## config.mk

```make
export PLATFORM = sky130hd
export DESIGN_NAME = rep_string_seq_flat
export DESIGN_NICKNAME = d
export VERILOG_FILES = /design/src/rtl/rep_string_seq_pkg.sv /design/src/rtl/rep_string_seq_if.sv /design/src/rtl/rep_string_seq_ptr_stepper.sv /design/src/rtl/rep_string_seq.sv /design/src/flat_wrapper.sv
export SDC_FILE = /design/constraint.sdc
export NUM_CORES = 1
export LEC_CHECK = 0
export ABC_AREA = 1
export CAP_MARGIN = 20
export CORE_UTILIZATION = 54
export DETAILED_ROUTE_END_ITERATION = 7
export HOLD_SLACK_MARGIN = 0.06
export PLACE_DENSITY = 0.88
export SYNTH_ARGS = -nofsm -noshare
export SYNTH_HDL_FRONTEND = slang
export SYNTH_SLANG_ARGS = --single-unit
export TNS_END_PERCENT = 50
```

## constraint.sdc

```tcl
create_clock -name clk -period 6.9 [get_ports clk]
set_clock_uncertainty 0.15 [all_clocks]
set_input_delay 0.69 -clock clk [delete_from_list [all_inputs] [get_ports clk]]
set_output_delay 0.69 -clock clk [all_outputs]
set_load 0.02 [all_outputs]
```

## src/rtl/rep_string_seq_pkg.sv

```systemverilog
// Shared execute-stage definitions for the string-op sequencer:
// sequencer states, operand-size codes and the byte-step table.
package rep_string_seq_pkg;

  typedef enum logic [1:0] {
    ST_IDLE = 2'd0,
    ST_ITER = 2'd1,
    ST_DONE = 2'd2
  } seq_state_e;

  typedef enum logic [1:0] {
    OPSZ_1B = 2'b00,
    OPSZ_2B = 2'b01,
    OPSZ_4B = 2'b10,
    OPSZ_8B = 2'b11
  } opsize_e;

  localparam int unsigned STEP_W = 4;

  // Byte step per operand size: {1,2,4,8}
  function automatic logic [STEP_W-1:0] step_bytes(input opsize_e sz);
    logic [STEP_W-1:0] s;
    case (sz)
      OPSZ_1B: s = 4'd1;
      OPSZ_2B: s = 4'd2;
      OPSZ_4B: s = 4'd4;
      OPSZ_8B: s = 4'd8;
      default: s = 4'd1;
    endcase
    return s;
  endfunction

endpackage

```

## src/rtl/rep_string_seq_if.sv

```systemverilog
// Handshake and data bundle between execute (master) and the
// string-op sequencer (slave).
interface rep_string_seq_if #(
  parameter int unsigned ADDR_W  = 32,
  parameter int unsigned NUM_PTR = 2
);
  logic                        valid_in;
  logic                        ready_out;
  logic                        is_rep;
  logic [ADDR_W-1:0]           count_in;
  logic [NUM_PTR*ADDR_W-1:0]   ptr_in;
  logic [NUM_PTR-1:0]          ptr_en;
  logic [1:0]                  opsize;
  logic                        df;
  logic                        flush;
  logic                        out_stall;
  logic                        iter_valid;
  logic [NUM_PTR*ADDR_W-1:0]   iter_ptr;
  logic [ADDR_W-1:0]           iter_count;
  logic                        iter_last;
  logic                        done;
  logic [NUM_PTR*ADDR_W-1:0]   final_ptr;
  logic [ADDR_W-1:0]           final_count;

  modport master (
    output valid_in, is_rep, count_in, ptr_in, ptr_en, opsize, df, flush, out_stall,
    input  ready_out, iter_valid, iter_ptr, iter_count, iter_last, done, final_ptr, final_count
  );

  modport slave (
    input  valid_in, is_rep, count_in, ptr_in, ptr_en, opsize, df, flush, out_stall,
    output ready_out, iter_valid, iter_ptr, iter_count, iter_last, done, final_ptr, final_count
  );
endinterface

```

## src/rtl/rep_string_seq_ptr_stepper.sv

```systemverilog
// One pointer channel: adds or subtracts the byte step (modulo 2^ADDR_W),
// or passes the pointer through when the channel is disabled.
module ptr_stepper
  import rep_string_seq_pkg::*;
#(
  parameter int unsigned ADDR_W = 32
) (
  input  logic [ADDR_W-1:0] ptr,
  input  logic [STEP_W-1:0] step,
  input  logic              df,
  input  logic              en,
  output logic [ADDR_W-1:0] ptr_nxt
);
  logic [ADDR_W-1:0] delta;

  // Direction-selected single adder; two's-complement negate for df=1
  always_comb begin
    delta   = df ? (~ADDR_W'(step) + ADDR_W'(1)) : ADDR_W'(step);
    ptr_nxt = en ? (ptr + delta) : ptr;
  end
endmodule

```

## src/rtl/rep_string_seq.sv

```systemverilog
// REP string-op sequencer: accepts one string op from execute, emits one
// beat per iteration with the current pointers/count, then pulses done
// with the post-op architectural values.
module rep_string_seq
  import rep_string_seq_pkg::*;
#(
  parameter int unsigned ADDR_W  = 32,
  parameter int unsigned NUM_PTR = 2
) (
  input logic             clk,
  input logic             rst,
  rep_string_seq_if.slave bus
);
  localparam int unsigned PW = NUM_PTR * ADDR_W;

  seq_state_e          state_q, state_d;
  logic [PW-1:0]       ptr_q, ptr_d, ptr_step;
  logic [ADDR_W-1:0]   count_q, count_d;
  logic [STEP_W-1:0]   step_q, step_d;
  logic                df_q, df_d;
  logic                rep_q, rep_d;
  logic [NUM_PTR-1:0]  en_q, en_d;
  logic                accept, consume, last_beat;

  for (genvar k = 0; k < NUM_PTR; k++) begin : g_step
    ptr_stepper #(.ADDR_W(ADDR_W)) u_ptr_stepper (
      .ptr     (ptr_q[k*ADDR_W +: ADDR_W]),
      .step    (step_q),
      .df      (df_q),
      .en      (en_q[k]),
      .ptr_nxt (ptr_step[k*ADDR_W +: ADDR_W])
    );
  end

  // Next-state and operand capture/update
  always_comb begin
    state_d   = state_q;
    ptr_d     = ptr_q;
    count_d   = count_q;
    step_d    = step_q;
    df_d      = df_q;
    rep_d     = rep_q;
    en_d      = en_q;
    accept    = bus.valid_in & (state_q == ST_IDLE) & ~bus.flush;
    consume   = (state_q == ST_ITER) & ~bus.flush & ~bus.out_stall;
    // count_q==1 test keeps an all-ones initial count running to the end
    last_beat = ~rep_q | (count_q == ADDR_W'(1));

    case (state_q)
      ST_IDLE: begin
        if (accept) begin
          ptr_d   = bus.ptr_in;
          count_d = bus.count_in;
          step_d  = step_bytes(opsize_e'(bus.opsize));
          df_d    = bus.df;
          rep_d   = bus.is_rep;
          en_d    = bus.ptr_en;
          state_d = (bus.is_rep && (bus.count_in == '0)) ? ST_DONE : ST_ITER;
        end
      end
      ST_ITER: begin
        if (bus.flush) begin
          state_d = ST_IDLE;
        end else if (consume) begin
          ptr_d = ptr_step;
          if (rep_q) count_d = count_q - ADDR_W'(1);
          if (last_beat) state_d = ST_DONE;
        end
      end
      ST_DONE: state_d = ST_IDLE;
      default: state_d = ST_IDLE;
    endcase
  end

  // State and operand registers
  always_ff @(posedge clk or negedge rst) begin
    if (!rst) begin
      state_q <= ST_IDLE;
      ptr_q   <= '0;
      count_q <= '0;
      step_q  <= '0;
      df_q    <= 1'b0;
      rep_q   <= 1'b0;
      en_q    <= '0;
    end else begin
      state_q <= state_d;
      ptr_q   <= ptr_d;
      count_q <= count_d;
      step_q  <= step_d;
      df_q    <= df_d;
      rep_q   <= rep_d;
      en_q    <= en_d;
    end
  end

  // Output decode; flush suppresses any beat or done in its cycle
  always_comb begin
    bus.ready_out   = (state_q == ST_IDLE);
    bus.iter_valid  = (state_q == ST_ITER) & ~bus.flush;
    bus.iter_last   = (state_q == ST_ITER) & ~bus.flush & last_beat;
    bus.iter_ptr    = ptr_q;
    bus.iter_count  = count_q;
    bus.done        = (state_q == ST_DONE) & ~bus.flush;
    bus.final_ptr   = ptr_q;
    bus.final_count = count_q;
  end
endmodule

```

## src/flat_wrapper.sv

```systemverilog
// flat-port wrapper written by rule: the top's interface ports become plain ports
module rep_string_seq_flat import rep_string_seq_pkg::*;
#(
  parameter int unsigned ADDR_W  = 32,
  parameter int unsigned NUM_PTR = 2
)
  (clk, rst, bus_valid_in, bus_is_rep, bus_count_in, bus_ptr_in, bus_ptr_en, bus_opsize, bus_df, bus_flush, bus_out_stall, bus_ready_out, bus_iter_valid, bus_iter_ptr, bus_iter_count, bus_iter_last, bus_done, bus_final_ptr, bus_final_count);
  rep_string_seq_if #(.ADDR_W(ADDR_W), .NUM_PTR(NUM_PTR)) bus_i ();
  input logic clk;
  input logic rst;
  input wire logic [$bits(bus_i.valid_in)-1:0] bus_valid_in;
  input wire logic [$bits(bus_i.is_rep)-1:0] bus_is_rep;
  input wire logic [$bits(bus_i.count_in)-1:0] bus_count_in;
  input wire logic [$bits(bus_i.ptr_in)-1:0] bus_ptr_in;
  input wire logic [$bits(bus_i.ptr_en)-1:0] bus_ptr_en;
  input wire logic [$bits(bus_i.opsize)-1:0] bus_opsize;
  input wire logic [$bits(bus_i.df)-1:0] bus_df;
  input wire logic [$bits(bus_i.flush)-1:0] bus_flush;
  input wire logic [$bits(bus_i.out_stall)-1:0] bus_out_stall;
  output wire logic [$bits(bus_i.ready_out)-1:0] bus_ready_out;
  output wire logic [$bits(bus_i.iter_valid)-1:0] bus_iter_valid;
  output wire logic [$bits(bus_i.iter_ptr)-1:0] bus_iter_ptr;
  output wire logic [$bits(bus_i.iter_count)-1:0] bus_iter_count;
  output wire logic [$bits(bus_i.iter_last)-1:0] bus_iter_last;
  output wire logic [$bits(bus_i.done)-1:0] bus_done;
  output wire logic [$bits(bus_i.final_ptr)-1:0] bus_final_ptr;
  output wire logic [$bits(bus_i.final_count)-1:0] bus_final_count;
  assign bus_i.valid_in = bus_valid_in;
  assign bus_i.is_rep = bus_is_rep;
  assign bus_i.count_in = bus_count_in;
  assign bus_i.ptr_in = bus_ptr_in;
  assign bus_i.ptr_en = bus_ptr_en;
  assign bus_i.opsize = bus_opsize;
  assign bus_i.df = bus_df;
  assign bus_i.flush = bus_flush;
  assign bus_i.out_stall = bus_out_stall;
  assign bus_ready_out = bus_i.ready_out;
  assign bus_iter_valid = bus_i.iter_valid;
  assign bus_iter_ptr = bus_i.iter_ptr;
  assign bus_iter_count = bus_i.iter_count;
  assign bus_iter_last = bus_i.iter_last;
  assign bus_done = bus_i.done;
  assign bus_final_ptr = bus_i.final_ptr;
  assign bus_final_count = bus_i.final_count;
  rep_string_seq #(.ADDR_W(ADDR_W), .NUM_PTR(NUM_PTR)) u_core (.clk(clk), .rst(rst), .bus(bus_i));
endmodule
```

==> impl_metrics.py, run 1 <==
metrics = {
    "cts": {
        "cts.sinks": 106,
        "cts-resized-gates": 0,
        "cts_tree": "yes",
        "clockRootBuffer": "clkbuf_16",
        "h-tree-depth": 3,
        "path_clk_slew_ns": 0.09,
        "cts_inserted_buffers": 9,
        "cts_buffer_depth": 2,
        "hold_buffers": 0,
        "insertion_delay_ns": 0.37,
        "post_cts_buffers": 0,
    },
    "logic_synthesis": {
        "syn_area_per_cell_um2": 5.93,
        "seq_area_frac_synth": 0.236,
        "synth_flop_cell": "dfrtp_1",
        "syn_inst": 1897,
        "synth_top_family_by_area": "simple AND/OR/NAND/NOR gates",
        "synth_top_area_frac": 0.236,
        "yosysWarnings": 0,
        "ys_ff_latch": 106,
        "syn_area_um2": 11200,
        "synth_simple_gate_area_frac": 0.375,
        "synthMuxAreaShare": 0.00189,
        "synth_top_cell_by_area": "dfrtp_1",
        "synthAdderAreaFrac": 0.0770,
        "synth_compound_gate_area_share": 0.106,
        "ys_top_cells_by_area": "dfrtp_1, nand2_1, inv_1, nor2_1, ha_1",
        "async_flop_share": 1.00,
        "syn_nets": 2072,
        "yosysMostFrequentCell": "nand2_1",
        "synth_xor_area_frac": 0.0304,
        "synth_commonest_cells": "nand2_1, inv_1, nor2_1",
        "synth_enable_flop_cells": 0,
        "synth.distinct_cells": 40,
    },
    "finish": {
        "nFillCells": 1844,
        "nets": 2258,
        "multiInputGateArea_um2": 6640,
        "layout-drive-gt1-share": 0.0201,
        "area_growth_pct": 25.3,
        "fin_cells": 2358,
        "seqCellArea_um2": 2650,
    },
    "drt": {
        "drt_wl_total_um": 34700,
        "remaining_drc_errors": 0,
        "drt-initial-drc-count": 1003,
        "first_pass_iters": 6,
        "viasPerCell": 5.28,
        "postRouteAntennaNets": 0,
        "drt-wirelength-per-cell_um": 14.7,
        "dr_total_vias": 12400,
    },
    "timing": {
        "setup-tns-final_ns": 0,
        "hold_violations": 0,
        "tightest_slew_ns": 0.940,
        "fin_crit_ns": 3.51,
        "maxSlewViolCount": 0,
        "finalSetupViolCount": 0,
        "rsz0062_at_grt": "no",
        "slew_headroom": 0.373,
        "finalCritPeriodShare": 0.508,
        "fmax_mhz": 285,
    },
    "critical_path": {
        "worstSetupPathType": "input pin to flip-flop",
        "cp_top_family": "buffers and inverters",
        "cp-start-kind": "input pin",
        "crit_arrival_ns": 3.61,
        "crit_slowest_cell": "nor2_2",
        "crit_path_max_incr_delay_ns": 0.75,
        "crit_chain": "clkdlybuf4s50_1 > inv_1 > nand3_2 > nand2_2 > o21ai_4 > nor2_2 > inv_2 > a21oi_1 > o21ai_0 > o21a_1",
        "cp_max_fo": 44,
        "critPathRequiredTime_ns": 7.00,
        "path_buf_inv": 3,
        "endpoint_kind": "flip-flop",
    },
    "placed_design": {
        "place_hpwl_um": 27100,
        "routabilityCongestion": 0.979,
        "place_inst": 2341,
        "portBuffers": 302,
    },
    "die": {
        "rows": 52,
        "core_um2": 20300,
        "dieArea_um2": 21400,
        "io_pins": 303,
        "die_w_um": 146,
        "die_y_um": 146,
        "initial_utilization": 0.554,
    },
    "hold_path": {
        "min_path_type": "input pin to async pin",
    },
    "global_routing": {
        "grt_max_degree": 76,
        "grt_pass1_vias": 11300,
        "gr-total-overflow": 0,
        "antenna_found_initial": 1,
        "grt_pass1_wl_um": 56300,
        "track_usage": 0.325,
    },
    "job": {
        "drv_cap": 0,
    },
    "outcome": {
        "run_status": "finished, final reports clean",
    },
}
kinds of logic after synthesis:
kind of cell	Yosys count
adder cells (fa/ha/maj)	68
AO/OA/AOI/OAI	217
flip-flops	106
AND/OR/NAND/NOR	1052
XOR/XNOR	39
multiplexers	2
buffers and inverters	413
area by class of cell:
cell class,instances,area share
Tap cell,270,0.0240
Clock inverter,5,0.00453
Multi-Input combinational cell,1378,0.472
Sequential cell,106,0.188
Clock buffer,10,0.0170
Antenna cell,1,0.000178
Inverter,278,0.0741
Timing Repair Buffer,310,0.220
per-stage QoR:
step,util,hold slack [ns],worst slack [ns],area [um2]
2_1_floorplan,-,0.244,3.46,11200
3_3_place_gp,0.677,0.341,3.21,13700
3_5_place_dp,0.677,0.334,3.04,13700
4_1_cts,0.692,0.115,3.41,14100
5_1_grt,0.694,0.137,3.10,14100
6_report,0.694,0.108,3.39,14100
cells in the final DEF, fill, tap and decap left out, drive strengths merged, types with 9 or more instances in the layout:
cell type,netlist,layout
clkdlybuf4s50,0,301
inv,278,279
nand4,10,10
dfrtp,106,106
ha,66,66
a21oi,95,95
nor2,239,239
nand2,658,658
buf,120,9
o21ai,85,85
o211ai,12,12
nand3,108,108
xnor2,17,17
xor2,22,22
clkbuf,15,10
nor3,17,17
routing by layer:
layer  global-route usage  vias to the layer above  part of all wire  wire length, um
met5                    0                        -                 0                0
met4                0.129                        0             0.037             1270
met3               0.0459                       84             0.073             2520
met2                0.538                      527              0.47            16300
met1                0.426                     5645              0.42            14700
li1                     -                     6193                 -                -
flip-flops by register name, indices dropped and copies added (netlist names):
name / count
u_core.en_q: 2
u_core.bus.final_ptr: 64
u_core.state_q: 2
u_core.df_q: 1
u_core.bus.final_count: 32
u_core.step_q: 4
u_core.rep_q: 1
final timing paths:
kind / startpoint / endpoint / slack, ns / cells past startpoint
max: bus_flush / u_core.bus.final_ptr[39]$_DFFE_PN0P_ / 3.39 / 10
min in group clk: u_core.en_q[0]$_DFFE_PN0P_ / u_core.en_q[0]$_DFFE_PN0P_ / 0.35 / 2
max in group asynchronous: rst / u_core.bus.final_ptr[61]$_DFFE_PN0P_ / 5.57 / 3
max reg2reg: u_core.state_q[0]$_DFFE_PN0P_ / u_core.bus.final_ptr[39]$_DFFE_PN0P_ / 3.45 / 10
min: rst / u_core.bus.final_ptr[11]$_DFFE_PN0P_ / 0.11 / 1
min reg2reg: u_core.en_q[0]$_DFFE_PN0P_ / u_core.en_q[0]$_DFFE_PN0P_ / 0.35 / 2
Power of run 1 is not shown: default switching activity piles up to over one toggle a cycle in this logic, so the estimate is an artifact.
==> run 2, diff against run 1 <==
--- a/config.mk
+++ b/config.mk
@@ -7,10 +7,10 @@
 export LEC_CHECK = 0
 export ABC_AREA = 1
 export CAP_MARGIN = 20
-export CORE_UTILIZATION = 54
+export CORE_UTILIZATION = 46
 export DETAILED_ROUTE_END_ITERATION = 7
 export HOLD_SLACK_MARGIN = 0.06
-export PLACE_DENSITY = 0.88
+export PLACE_DENSITY = 0.8
 export SYNTH_ARGS = -nofsm -noshare
 export SYNTH_HDL_FRONTEND = slang
 export SYNTH_SLANG_ARGS = --single-unit
==> constraint.sdc (replaced) <==
create_clock -name clk -period 3.2 [get_ports clk]
set_clock_uncertainty 0.15 [all_clocks]
set_input_delay 0.32 -clock clk [delete_from_list [all_inputs] [get_ports clk]]
set_output_delay 0.32 -clock clk [all_outputs]
set_load 0.02 [all_outputs]
==> run 2 against run 1 <==
Die area increased by 17%. Cell area increased by 1.6%. Hold slack improved by 0.23 ns. Via count decreased by 2.2%. Routed wire length increased by 1.1%. Register-to-register slack got worse by 3.2 ns. First-iteration DRC count decreased by 4.7%. Global-route usage decreased by 4.2 points. Clock-buffer cell count unchanged. Worst setup slack got worse by 3.2 ns. Final cell count increased by 2.6%. Highest routed layer is now met5.
==> impl_metrics.py, run 2 (synthesis gave the netlist of run 1 again) <==
metrics = {
    "outcome": {
        "run_status": "finished, final reports clean",
    },
    "timing": {
        "finalCritPeriodShare": 0.936,
        "fin_crit_ns": 3.00,
        "setup-tns-final_ns": 0,
        "tightest_slew_ns": 0.784,
        "fmax_mhz": 334,
        "slew_headroom": 0.478,
        "maxSlewViolCount": 0,
        "hold_violations": 0,
        "rsz0062_at_grt": "yes",
        "finalSetupViolCount": 0,
        "layout_setup_ws_ns": 0.203,
    },
    "global_routing": {
        "antenna_found_initial": 3,
        "grt_pass1_wl_um": 55700,
        "gr-total-overflow": 0,
        "track_usage": 0.282,
        "grt_pass1_vias": 11300,
        "grt_max_degree": 138,
    },
    "cts": {
        "cts_tree": "yes",
        "cts.sinks": 106,
        "cts_inserted_buffers": 9,
        "insertion_delay_ns": 0.36,
        "h-tree-depth": 3,
        "clockRootBuffer": "clkbuf_16",
        "cts_buffer_depth": 2,
        "path_clk_slew_ns": 0.08,
    },
    "die": {
        "die_y_um": 158,
        "initial_utilization": 0.473,
        "die_w_um": 158,
        "rows": 56,
        "io_pins": 303,
        "core_um2": 23800,
        "dieArea_um2": 25100,
    },
    "job": {
        "drv_cap": 0,
    },
    "drt": {
        "drt-wirelength-per-cell_um": 14.5,
        "drt-initial-drc-count": 956,
        "remaining_drc_errors": 0,
        "postRouteAntennaNets": 0,
        "dr_total_vias": 12200,
        "viasPerCell": 5.03,
        "first_pass_iters": 7,
        "drt_wl_total_um": 35100,
    },
    "critical_path": {
        "crit_path_max_incr_delay_ns": 0.37,
        "worstSetupPathType": "flip-flop to flip-flop",
        "crit_chain": "buf_4 > inv_1 > ha_1 > inv_1 > nor2_2 > a21oi_2 > buf_4 > ha_2 > nand2_1 > inv_1 > nand2_1 > nand2_1 > inv_1 > nand3_1 > nand2_1 > nand3_1 > nand2_1 > nand3_1 > nand2_1 > nand2_1",
        "path_buf_inv": 6,
        "crit_slowest_cell": "dfrtp_1",
        "cp_common_cell": "nand2_1",
        "crit_arrival_ns": 3.10,
        "cp-start-kind": "flip-flop",
        "cp_top_family": "simple AND/OR/NAND/NOR gates",
        "critPathRequiredTime_ns": 3.31,
        "endpoint_kind": "flip-flop",
        "cp_max_fo": 14,
    },
    "placed_design": {
        "dp_slack_ns": 0.0884,
        "portBuffers": 302,
        "place_hpwl_um": 27600,
        "routabilityCongestion": 0.967,
    },
    "hold_path": {
        "min_path_type": "flip-flop to flip-flop",
    },
    "finish": {
        "nets": 2269,
        "final_common_cell": "nand2_1",
        "largest_register_ffs": 64,
        "nFillCells": 2269,
        "layout-drive-gt1-share": 0.0333,
        "layout_common_cells": "nand2_1, clkdlybuf4s50_1, inv_1, nor2_1, dfrtp_1",
        "area_growth_pct": 27.2,
        "seqCellArea_um2": 2650,
        "multiInputGateArea_um2": 6710,
    },
}
[run 2: worst register-to-register path, cell delays in order, from the launching register on]
cell and delay, ns:
dfrtp_1 0.37, buf_4 0.13, inv_1 0.05, ha_1 0.19
inv_1 0.07, nor2_2 0.04, a21oi_2 0.16, buf_4 0.29
ha_2 0.37, nand2_1 0.13, inv_1 0.05, nand2_1 0.06
nand2_1 0.08, inv_1 0.06, nand3_1 0.17, nand2_1 0.13
nand3_1 0.07, nand2_1 0.07, nand3_1 0.10, nand2_1 0.09
nand2_1 0.05
[run 2: final timing paths]
check	from	end	slack (ns)	cells after the start
min in group asynchronous	rst	u_core.rep_q$_DFFE_PN0P_	0.40	2
worst min register to register	u_core.en_q[0]$_DFFE_PN0P_	u_core.en_q[0]$_DFFE_PN0P_	0.33	2
worst min-delay path	u_core.en_q[0]$_DFFE_PN0P_	u_core.en_q[0]$_DFFE_PN0P_	0.33	2
worst max register to register	u_core.step_q[0]$_DFFE_PN0P_	u_core.bus.final_ptr[25]$_DFFE_PN0P_	0.20	20
worst max-delay path	u_core.step_q[0]$_DFFE_PN0P_	u_core.bus.final_ptr[25]$_DFFE_PN0P_	0.20	20
max in group asynchronous	rst	u_core.bus.final_ptr[27]$_DFFE_PN0P_	1.78	3
[run 2: metrics by stage]
step	std cells	cell area [um2]	utilization	hold WS (ns)
2_1_floorplan	1897	11200	-	-0.126
3_3_place_gp	2400	13900	0.586	0.270
3_5_place_dp	2400	13900	0.586	0.279
4_1_cts	2417	14200	0.599	0.340
5_1_grt	2419	14300	0.602	0.356
6_report	2419	14300	0.602	0.334
[run 2: timing repair]
action | CTS | global route
hold endpoints to repair | 50 | 0
hold buffers | 1 | 0
setup buffers | 0 | 1
resized for setup | 0 | 18
setup endpoints to repair | 0 | 44
[run 2: cell type report]
type	instances	share of cell area
Antenna cell	1	0.000175
Clock buffer	10	0.0167
Clock inverter	6	0.00341
Inverter	278	0.0730
Multi-Input combinational cell	1378	0.469
Sequential cell	106	0.185
Tap cell	319	0.0279
Timing Repair Buffer	321	0.224
[run 2: metal layers]
metal | track usage | part of all wire | up-vias
met5 | 0 | 0.00037 | -
met4 | 0.102 | 0.030 | 2
met3 | 0.0444 | 0.062 | 66
met2 | 0.477 | 0.47 | 403
met1 | 0.363 | 0.44 | 5489
li1 | - | - | 6216
Power of run 2 is left out for the same reason.
